## config.mk

```make
export PLATFORM = sky130hd
export DESIGN_NAME = mc_control_fsm
export DESIGN_NICKNAME = d
export VERILOG_FILES = /design/src/rtl/mc_pkg.sv /design/src/rtl/mc_alu_dec.sv /design/src/rtl/mc_control_fsm.sv
export SDC_FILE = /design/constraint.sdc
export NUM_CORES = 1
export LEC_CHECK = 0
export CORE_MARGIN = 1
export CORE_UTILIZATION = 39
export CTS_BUF_LIST = sky130_fd_sc_hd__clkbuf_8 sky130_fd_sc_hd__clkbuf_16
export CTS_CLUSTER_DIAMETER = 40
export DETAILED_ROUTE_END_ITERATION = 8
export GPL_ROUTABILITY_DRIVEN = 0
export PLACE_DENSITY = 0.8
export SLEW_MARGIN = 10
export SYNTH_ARGS = -nofsm -noshare
export SYNTH_HDL_FRONTEND = slang
export SYNTH_SLANG_ARGS = --single-unit
```

## constraint.sdc

```tcl
create_clock -name clk -period 2.5 [get_ports clk]
set_clock_uncertainty 0.1 [all_clocks]
set_input_delay 0.75 -clock clk [delete_from_list [all_inputs] [get_ports clk]]
set_output_delay 0.75 -clock clk [all_outputs]
set_load 0.05 [all_outputs]
```

## src/rtl/mc_pkg.sv

```systemverilog
// rtl/mc_pkg.sv - shared types and constants for the multi-cycle MIPS controller
package mc_pkg;

    typedef enum logic [3:0] {
        S_FETCH   = 4'd0,
        S_DECODE  = 4'd1,
        S_MEMADR  = 4'd2,
        S_MEMRD   = 4'd3,
        S_MEMWB   = 4'd4,
        S_MEMWR   = 4'd5,
        S_RTYPEEX = 4'd6,
        S_RTYPEWB = 4'd7,
        S_BEQEX   = 4'd8,
        S_ADDIEX  = 4'd9,
        S_ADDIWB  = 4'd10,
        S_JEX     = 4'd11
    } state_t;

    typedef logic [5:0] opcode_t;
    localparam opcode_t OP_RTYPE = 6'b000000;
    localparam opcode_t OP_LW    = 6'b100011;
    localparam opcode_t OP_SW    = 6'b101011;
    localparam opcode_t OP_BEQ   = 6'b000100;
    localparam opcode_t OP_ADDI  = 6'b001000;
    localparam opcode_t OP_J     = 6'b000010;

    typedef enum logic [1:0] {
        ALUOP_ADD   = 2'b00,
        ALUOP_SUB   = 2'b01,
        ALUOP_FUNCT = 2'b10
    } alu_op_t;

    localparam logic [2:0] ALUC_AND = 3'b000;
    localparam logic [2:0] ALUC_OR  = 3'b001;
    localparam logic [2:0] ALUC_ADD = 3'b010;
    localparam logic [2:0] ALUC_SUB = 3'b110;
    localparam logic [2:0] ALUC_SLT = 3'b111;

    localparam logic [5:0] FN_ADD = 6'b100000;
    localparam logic [5:0] FN_SUB = 6'b100010;
    localparam logic [5:0] FN_AND = 6'b100100;
    localparam logic [5:0] FN_OR  = 6'b100101;
    localparam logic [5:0] FN_SLT = 6'b101010;

endpackage

```

## src/rtl/mc_alu_dec.sv

```systemverilog
// rtl/mc_alu_dec.sv - combinational ALU decoder from ALU op class and funct field
module mc_alu_dec
    import mc_pkg::*;
(
    input  alu_op_t    alu_op,
    input  logic [5:0] funct,
    output logic [2:0] alu_control
);

    // Fixed add/sub classes pass through; the funct class decodes R-type ops, unknowns fall back to add
    always_comb begin
        alu_control = ALUC_ADD;
        case (alu_op)
            ALUOP_SUB: alu_control = ALUC_SUB;
            ALUOP_FUNCT: begin
                case (funct)
                    FN_ADD:  alu_control = ALUC_ADD;
                    FN_SUB:  alu_control = ALUC_SUB;
                    FN_AND:  alu_control = ALUC_AND;
                    FN_OR:   alu_control = ALUC_OR;
                    FN_SLT:  alu_control = ALUC_SLT;
                    default: alu_control = ALUC_ADD;
                endcase
            end
            default: alu_control = ALUC_ADD;
        endcase
    end

endmodule

```

## src/rtl/mc_control_fsm.sv

```systemverilog
// rtl/mc_control_fsm.sv - multi-cycle MIPS main controller Moore FSM with memory stall handshake
module mc_control_fsm
    import mc_pkg::*;
#(
    parameter int ALUC_W  = 3,
    parameter int STATE_W = 4
) (
    input  logic               clk,
    input  logic               rst,
    input  logic [5:0]         opcode,
    input  logic [5:0]         funct,
    input  logic               zero,
    input  logic               mem_ready,
    output logic               pc_en,
    output logic               iord,
    output logic               mem_write,
    output logic               ir_write,
    output logic               reg_dst,
    output logic               mem_to_reg,
    output logic               reg_write,
    output logic               alu_src_a,
    output logic [1:0]         alu_src_b,
    output logic [1:0]         pc_src,
    output logic [ALUC_W-1:0]  alu_control,
    output logic               illegal_op,
    output logic [STATE_W-1:0] state_o
);

    state_t  state_q, state_d;
    alu_op_t alu_op;
    logic    pc_write;
    logic    branch;

    // State register; reset wins over every pending transition or memory wait
    always_ff @(posedge clk) begin
        if (rst) state_q <= S_FETCH;
        else     state_q <= state_d;
    end

    // Next-state and Moore output decode; reset forces enables off and selects to their fetch values
    always_comb begin
        state_d    = S_FETCH;
        alu_op     = ALUOP_ADD;
        pc_write   = 1'b0;
        branch     = 1'b0;
        iord       = 1'b0;
        mem_write  = 1'b0;
        ir_write   = 1'b0;
        reg_dst    = 1'b0;
        mem_to_reg = 1'b0;
        reg_write  = 1'b0;
        alu_src_a  = 1'b0;
        alu_src_b  = 2'b00;
        pc_src     = 2'b00;
        illegal_op = 1'b0;
        case (state_q)
            S_FETCH: begin
                alu_src_b = 2'b01;
                ir_write  = mem_ready;
                pc_write  = mem_ready;
                state_d   = mem_ready ? S_DECODE : S_FETCH;
            end
            S_DECODE: begin
                alu_src_b = 2'b11;
                case (opcode)
                    OP_LW, OP_SW: state_d = S_MEMADR;
                    OP_RTYPE:     state_d = S_RTYPEEX;
                    OP_BEQ:       state_d = S_BEQEX;
                    OP_ADDI:      state_d = S_ADDIEX;
                    OP_J:         state_d = S_JEX;
                    default: begin
                        illegal_op = 1'b1;
                        state_d    = S_FETCH;
                    end
                endcase
            end
            S_MEMADR: begin
                alu_src_a = 1'b1;
                alu_src_b = 2'b10;
                state_d   = (opcode == OP_SW) ? S_MEMWR : S_MEMRD;
            end
            S_MEMRD: begin
                iord    = 1'b1;
                state_d = mem_ready ? S_MEMWB : S_MEMRD;
            end
            S_MEMWB: begin
                mem_to_reg = 1'b1;
                reg_write  = 1'b1;
            end
            S_MEMWR: begin
                iord      = 1'b1;
                mem_write = 1'b1;
                state_d   = mem_ready ? S_FETCH : S_MEMWR;
            end
            S_RTYPEEX: begin
                alu_src_a = 1'b1;
                alu_op    = ALUOP_FUNCT;
                state_d   = S_RTYPEWB;
            end
            S_RTYPEWB: begin
                reg_dst   = 1'b1;
                reg_write = 1'b1;
            end
            S_BEQEX: begin
                alu_src_a = 1'b1;
                alu_op    = ALUOP_SUB;
                pc_src    = 2'b01;
                branch    = 1'b1;
            end
            S_ADDIEX: begin
                alu_src_a = 1'b1;
                alu_src_b = 2'b10;
                state_d   = S_ADDIWB;
            end
            S_ADDIWB: begin
                reg_write = 1'b1;
            end
            S_JEX: begin
                pc_src   = 2'b10;
                pc_write = 1'b1;
            end
            default: state_d = S_FETCH;
        endcase

        pc_en = pc_write | (branch & zero);

        if (rst) begin
            pc_en      = 1'b0;
            ir_write   = 1'b0;
            mem_write  = 1'b0;
            reg_write  = 1'b0;
            illegal_op = 1'b0;
            iord       = 1'b0;
            alu_src_a  = 1'b0;
            alu_src_b  = 2'b01;
            pc_src     = 2'b00;
        end
    end

    mc_alu_dec u_alu_dec (
        .alu_op      (alu_op),
        .funct       (funct),
        .alu_control (alu_control)
    );

    assign state_o = state_q;

endmodule

```

==> results.sh, run 1 <==
export IMPL_ys_flop_type="dfxtp_1"
export IMPL_hpwl_um=1930
export IMPL_cts_htree_levels=1
export IMPL_yosys_register_bits=4
export IMPL_syn_inst=101
export IMPL_synthArstFlopShare_pct=0
export IMPL_start_util_pct=43.4
export IMPL_numCtsBuffers=3
export IMPL_status="aborted with a tool error"
export IMPL_die_h_um=43.9
export IMPL_lastStage="4_1_cts"
export IMPL_portBuffers=35
export IMPL_ys_seq_area_share_pct=11.7
export IMPL_yosysWarnings=0
export IMPL_synth_edff_count=0
export IMPL_ctsHoldBuffers=0
export IMPL_tool_error="[ERROR DPL-0033] detailed placement checks failed during check placement."
export IMPL_cts_buffer_depth=2
export IMPL_cts_repair_resized=77
export IMPL_cts_sinks=4
export IMPL_syn_area_um2=684
export IMPL_syn_nets=120
export IMPL_rows=14
export IMPL_synth_area_leaders="dfxtp_1 12%, nor2_1 8.2%, ha_1 5.5%"
export IMPL_yosysTopAreaCellShare_pct=11.7
export IMPL_syn_area_per_cell_um2=6.78
export IMPL_io_pins=36
export IMPL_root_buffer="clkbuf_8"
export IMPL_die_width_um=43.9
export IMPL_dp_slack_ps=-480
export IMPL_yosys_area_top_type="dfxtp_1"
export IMPL_cts_setup_buffers=8
export IMPL_synthDistinctLibCells=38
-- through the flow --
stage               TNS (ps)  hold slack, ps  utilization (%)  area, µm²  cells
floorplan               -562             664                -        734    101
global placement       -3030             518             87.9       1390    171
detailed placement     -3130             533             87.9       1390    171
-- cell families after synthesis --
family	synth area share, %
fa+ha+maj	5.49
flops	11.7
compound gates	26.7
buf+inv	6.95
mux	1.65
xor+xnor	3.84
simple gates	43.7
-- cell usage after synthesis, types with 2 or more instances --
cell and n:
nor3_1 5, a31oi_1 2, nand3b_1 3, nor3b_1 2, and3_1 4, a21oi_1 7, xor2_1 3, o21ai_1 2
buf_2 5, o211ai_1 2, nor2b_1 2, nand2b_1 4, ha_1 3, o21ai_0 4, dfxtp_1 4, inv_1 5
o21bai_1 3, nand2_1 4, nor2_1 15, nand3_1 4
==> inputs of run 2 (changes only) <==
- CORE_AREA: not set -> 2 2 63 65
- CORE_MARGIN: 1 -> not set
- CORE_UTILIZATION: 39 -> not set
- CTS_BUF_LIST: sky130_fd_sc_hd__clkbuf_8 sky130_fd_sc_hd__clkbuf_16 -> not set
- CTS_CLUSTER_DIAMETER: 40 -> not set
- DIE_AREA: not set -> 0 0 65 67
- PLACE_DENSITY: 0.8 -> not set
- PLACE_DENSITY_LB_ADDON: not set -> 0.15
==> run 2 against run 1 <==
  * Synthesized cell count is the same
  * Synthesized area unchanged
  * The flow now finishes, with violations (setup timing)
==> results.sh, run 2 <==
export IMPL_slew_headroom_pct=67.3
export IMPL_ys_flop_type="dfxtp_1"
export IMPL_core_mm2=0.00361
export IMPL_gr_usage_met3_pct=2.36
export IMPL_postRouteAntennaNets=0
export IMPL_antennaDiodeCount=0
export IMPL_cts_tree="done"
export IMPL_grt_overflow=0
export IMPL_synth_top_family_by_area="simple AND/OR/NAND/NOR gates"
export IMPL_tightest_slew_ps=489
export IMPL_start_util_pct=19.0
export IMPL_dp_slack_ps=-495
export IMPL_syn_area_um2=684
export IMPL_power_density_mw_per_mm2=259
export IMPL_crit_path_max_incr_delay_ps=400
export IMPL_start_kind="input port"
export IMPL_yosys_register_bits=4
export IMPL_violations="setup timing"
export IMPL_setup_tns_ps=-100
export IMPL_cts_sinks=4
export IMPL_grt_pass1_vias=1022
export IMPL_dr_first_iter_drc_count=20
export IMPL_grt_start_max_net_pins=13
export IMPL_cts_htree_levels=1
export IMPL_path_clk_slew_ps=30
export IMPL_r2r_end="state_o[1]$_SDFF_PP0_"
export IMPL_fin_nets=192
export IMPL_yosysWarnings=0
export IMPL_drc=0
export IMPL_wl_per_cell_um=12.3
export IMPL_slowest_stage="or3b_4"
export IMPL_ff_latch_area_um2=92.6
export IMPL_endpoint_kind="output port"
export IMPL_maxCapViolCount=0
export IMPL_grt_use_total_pct=13.1
export IMPL_root_buffer="clkbuf_8"
export IMPL_synth_common_cells="15 x nor2_1, 7 x a21oi_1, 5 x buf_2, 5 x inv_1, 5 x nor3_1"
export IMPL_viasPerCell=4.52
export IMPL_drive_gt1_share_pct=61.6
export IMPL_instances_no_fill=220
export IMPL_p_leak_nw=0.689
export IMPL_path_cells="buf_2 -> or3b_4 -> a2bb2oi_2 -> nor2_4 -> buf_12"
export IMPL_final_max_slew_viol_count=0
export IMPL_yosys_area_top_type="dfxtp_1"
export IMPL_synth_compound_area_share_pct=26.7
export IMPL_drtPass1Iterations=3
export IMPL_status="finished, violations left"
export IMPL_die_area_mm2=0.00436
export IMPL_portBuffers=35
export IMPL_antenna_found_initial=0
export IMPL_vdd_ir_drop_max_mv=0.152
export IMPL_rsz0062_at_grt="yes"
export IMPL_hpwl_um=2060
export IMPL_rrSetupSlack_ps=910
export IMPL_critical_path_class="input port to output port"
export IMPL_crit_required_ps=1650
export IMPL_met2_usage_pct=24.9
export IMPL_timing_hold_ws_ps=541
export IMPL_final_common_cell="buf_4"
export IMPL_yosys_mux_area_fraction_pct=1.65
export IMPL_yosysTopAreaCellShare_pct=11.7
export IMPL_largest_register_ffs=4
export IMPL_layout_common_cells="40 x buf_4, 14 x buf_12, 9 x nor2_1, 9 x buf_2, 6 x a21oi_1"
export IMPL_rows=22
export IMPL_fin_crit_ps=2540
export IMPL_die_width_um=65
export IMPL_cts_buffer_depth=2
export IMPL_clk_insertion_delay_late_ps=210
export IMPL_timing_rr_start="state_o[3]$_SDFF_PP0_"
export IMPL_syn_inst=101
export IMPL_finalPower_w=0.000435
export IMPL_synthArstFlopShare_pct=0
export IMPL_min_path_type="flop to flop"
export IMPL_min_from="state_o[2]$_SDFF_PP0_"
export IMPL_grt_use_met1_pct=15.1
export IMPL_syn_nets=120
export IMPL_drt_total_wl_um=2710
export IMPL_reg2regPathDepth=5
export IMPL_hold_viol=0
export IMPL_synth_xor_area_share_pct=3.84
export IMPL_vias=995
export IMPL_numPlacedInstances=207
export IMPL_grt_pass1_wl_um=4550
export IMPL_hold_depth=2
export IMPL_syn_area_per_cell_um2=6.78
export IMPL_multi_input_area_um2=741
export IMPL_setup_viol=3
export IMPL_synth_edff_count=0
export IMPL_arrival_ps=1690
export IMPL_die_h_um=67
export IMPL_io_pins=36
export IMPL_synthAdderAreaFrac_pct=5.48
export IMPL_numCtsBuffers=3
export IMPL_fmax_mhz=393
export IMPL_syn2layout_area_growth_pct=146
export IMPL_num_fill_cells=366
export IMPL_fin_crit_sh_pct=102
export IMPL_synth_most_common_cell="nor2_1"
export IMPL_synth_area_leaders="dfxtp_1 12%, nor2_1 8.2%, ha_1 5.5%"
export IMPL_synthDistinctLibCells=38
export IMPL_synth_simple_area_share_pct=43.7
export IMPL_cp_max_fo=2
export IMPL_min_to="state_o[3]$_SDFF_PP0_"
export IMPL_ys_seq_area_share_pct=11.7
export IMPL_setup_slack_ps=-44.7
export IMPL_top_usage_layer="met2"
## run 2: cell type report
cell class	instances	share of cell area, %
inverters	5	1.12
multi-input cells	86	44.0
repair buffers	73	43.1
clock buffers	4	2.68
well taps	48	3.57
flip-flops and latches	4	5.51
## run 2: report_power, final
part	internal, W	switching [W]
logic	0.000106	0.000114
registers	0.0000664	0.00000568
clock network	0.000109	0.0000334
## run 2: worst max-delay path: cells and delay by family
family | cells | cell delay (ps)
simple gates | 2 | 530
buf+inv | 2 | 270
compound gates | 1 | 150
## run 2: how the worst max path moves through the flow
stage,startpoint,to
2_1_floorplan,state_o[1]$_SDFF_PP0_,alu_control[2]
3_3_place_gp,funct[1],alu_control[0]
3_5_place_dp,funct[1],alu_control[0]
4_1_cts,state_o[2]$_SDFF_PP0_,alu_control[2]
5_1_grt,state_o[2]$_SDFF_PP0_,alu_control[2]
6_report,funct[1],alu_control[0]
## run 2: cells by family after synthesis
family | Yosys count
XOR/XNOR | 3
adder cells (fa/ha/maj) | 3
AO/OA/AOI/OAI | 27
buffers and inverters | 11
flip-flops | 4
multiplexers | 1
AND/OR/NAND/NOR | 52
## run 2: stage by stage
step / util [%] / instance area [µm²]
after detailed placement: 40.3 / 1450
after global placement: 40.3 / 1450
final: 46.6 / 1680
after global routing: 46.6 / 1680
after CTS: 45.4 / 1640
after floorplan: - / 734
## run 2: metal layers
| metal | up-vias | wire length (µm) |
|---|---|---|
| met5 | - | 0 |
| met4 | 0 | 10 |
| met3 | 2 | 120 |
| met2 | 20 | 1460 |
| met1 | 463 | 1110 |
| li1 | 510 | - |
## run 2: repair_timing
item / CTS / global route
setup buffers: 9 / 0
hold buffers: 0 / 0
pin swaps: 14 / 8
resized for setup: 73 / 16
setup endpoints to repair: 14 / 7
Note: power is estimated with default switching activity, not from simulation.
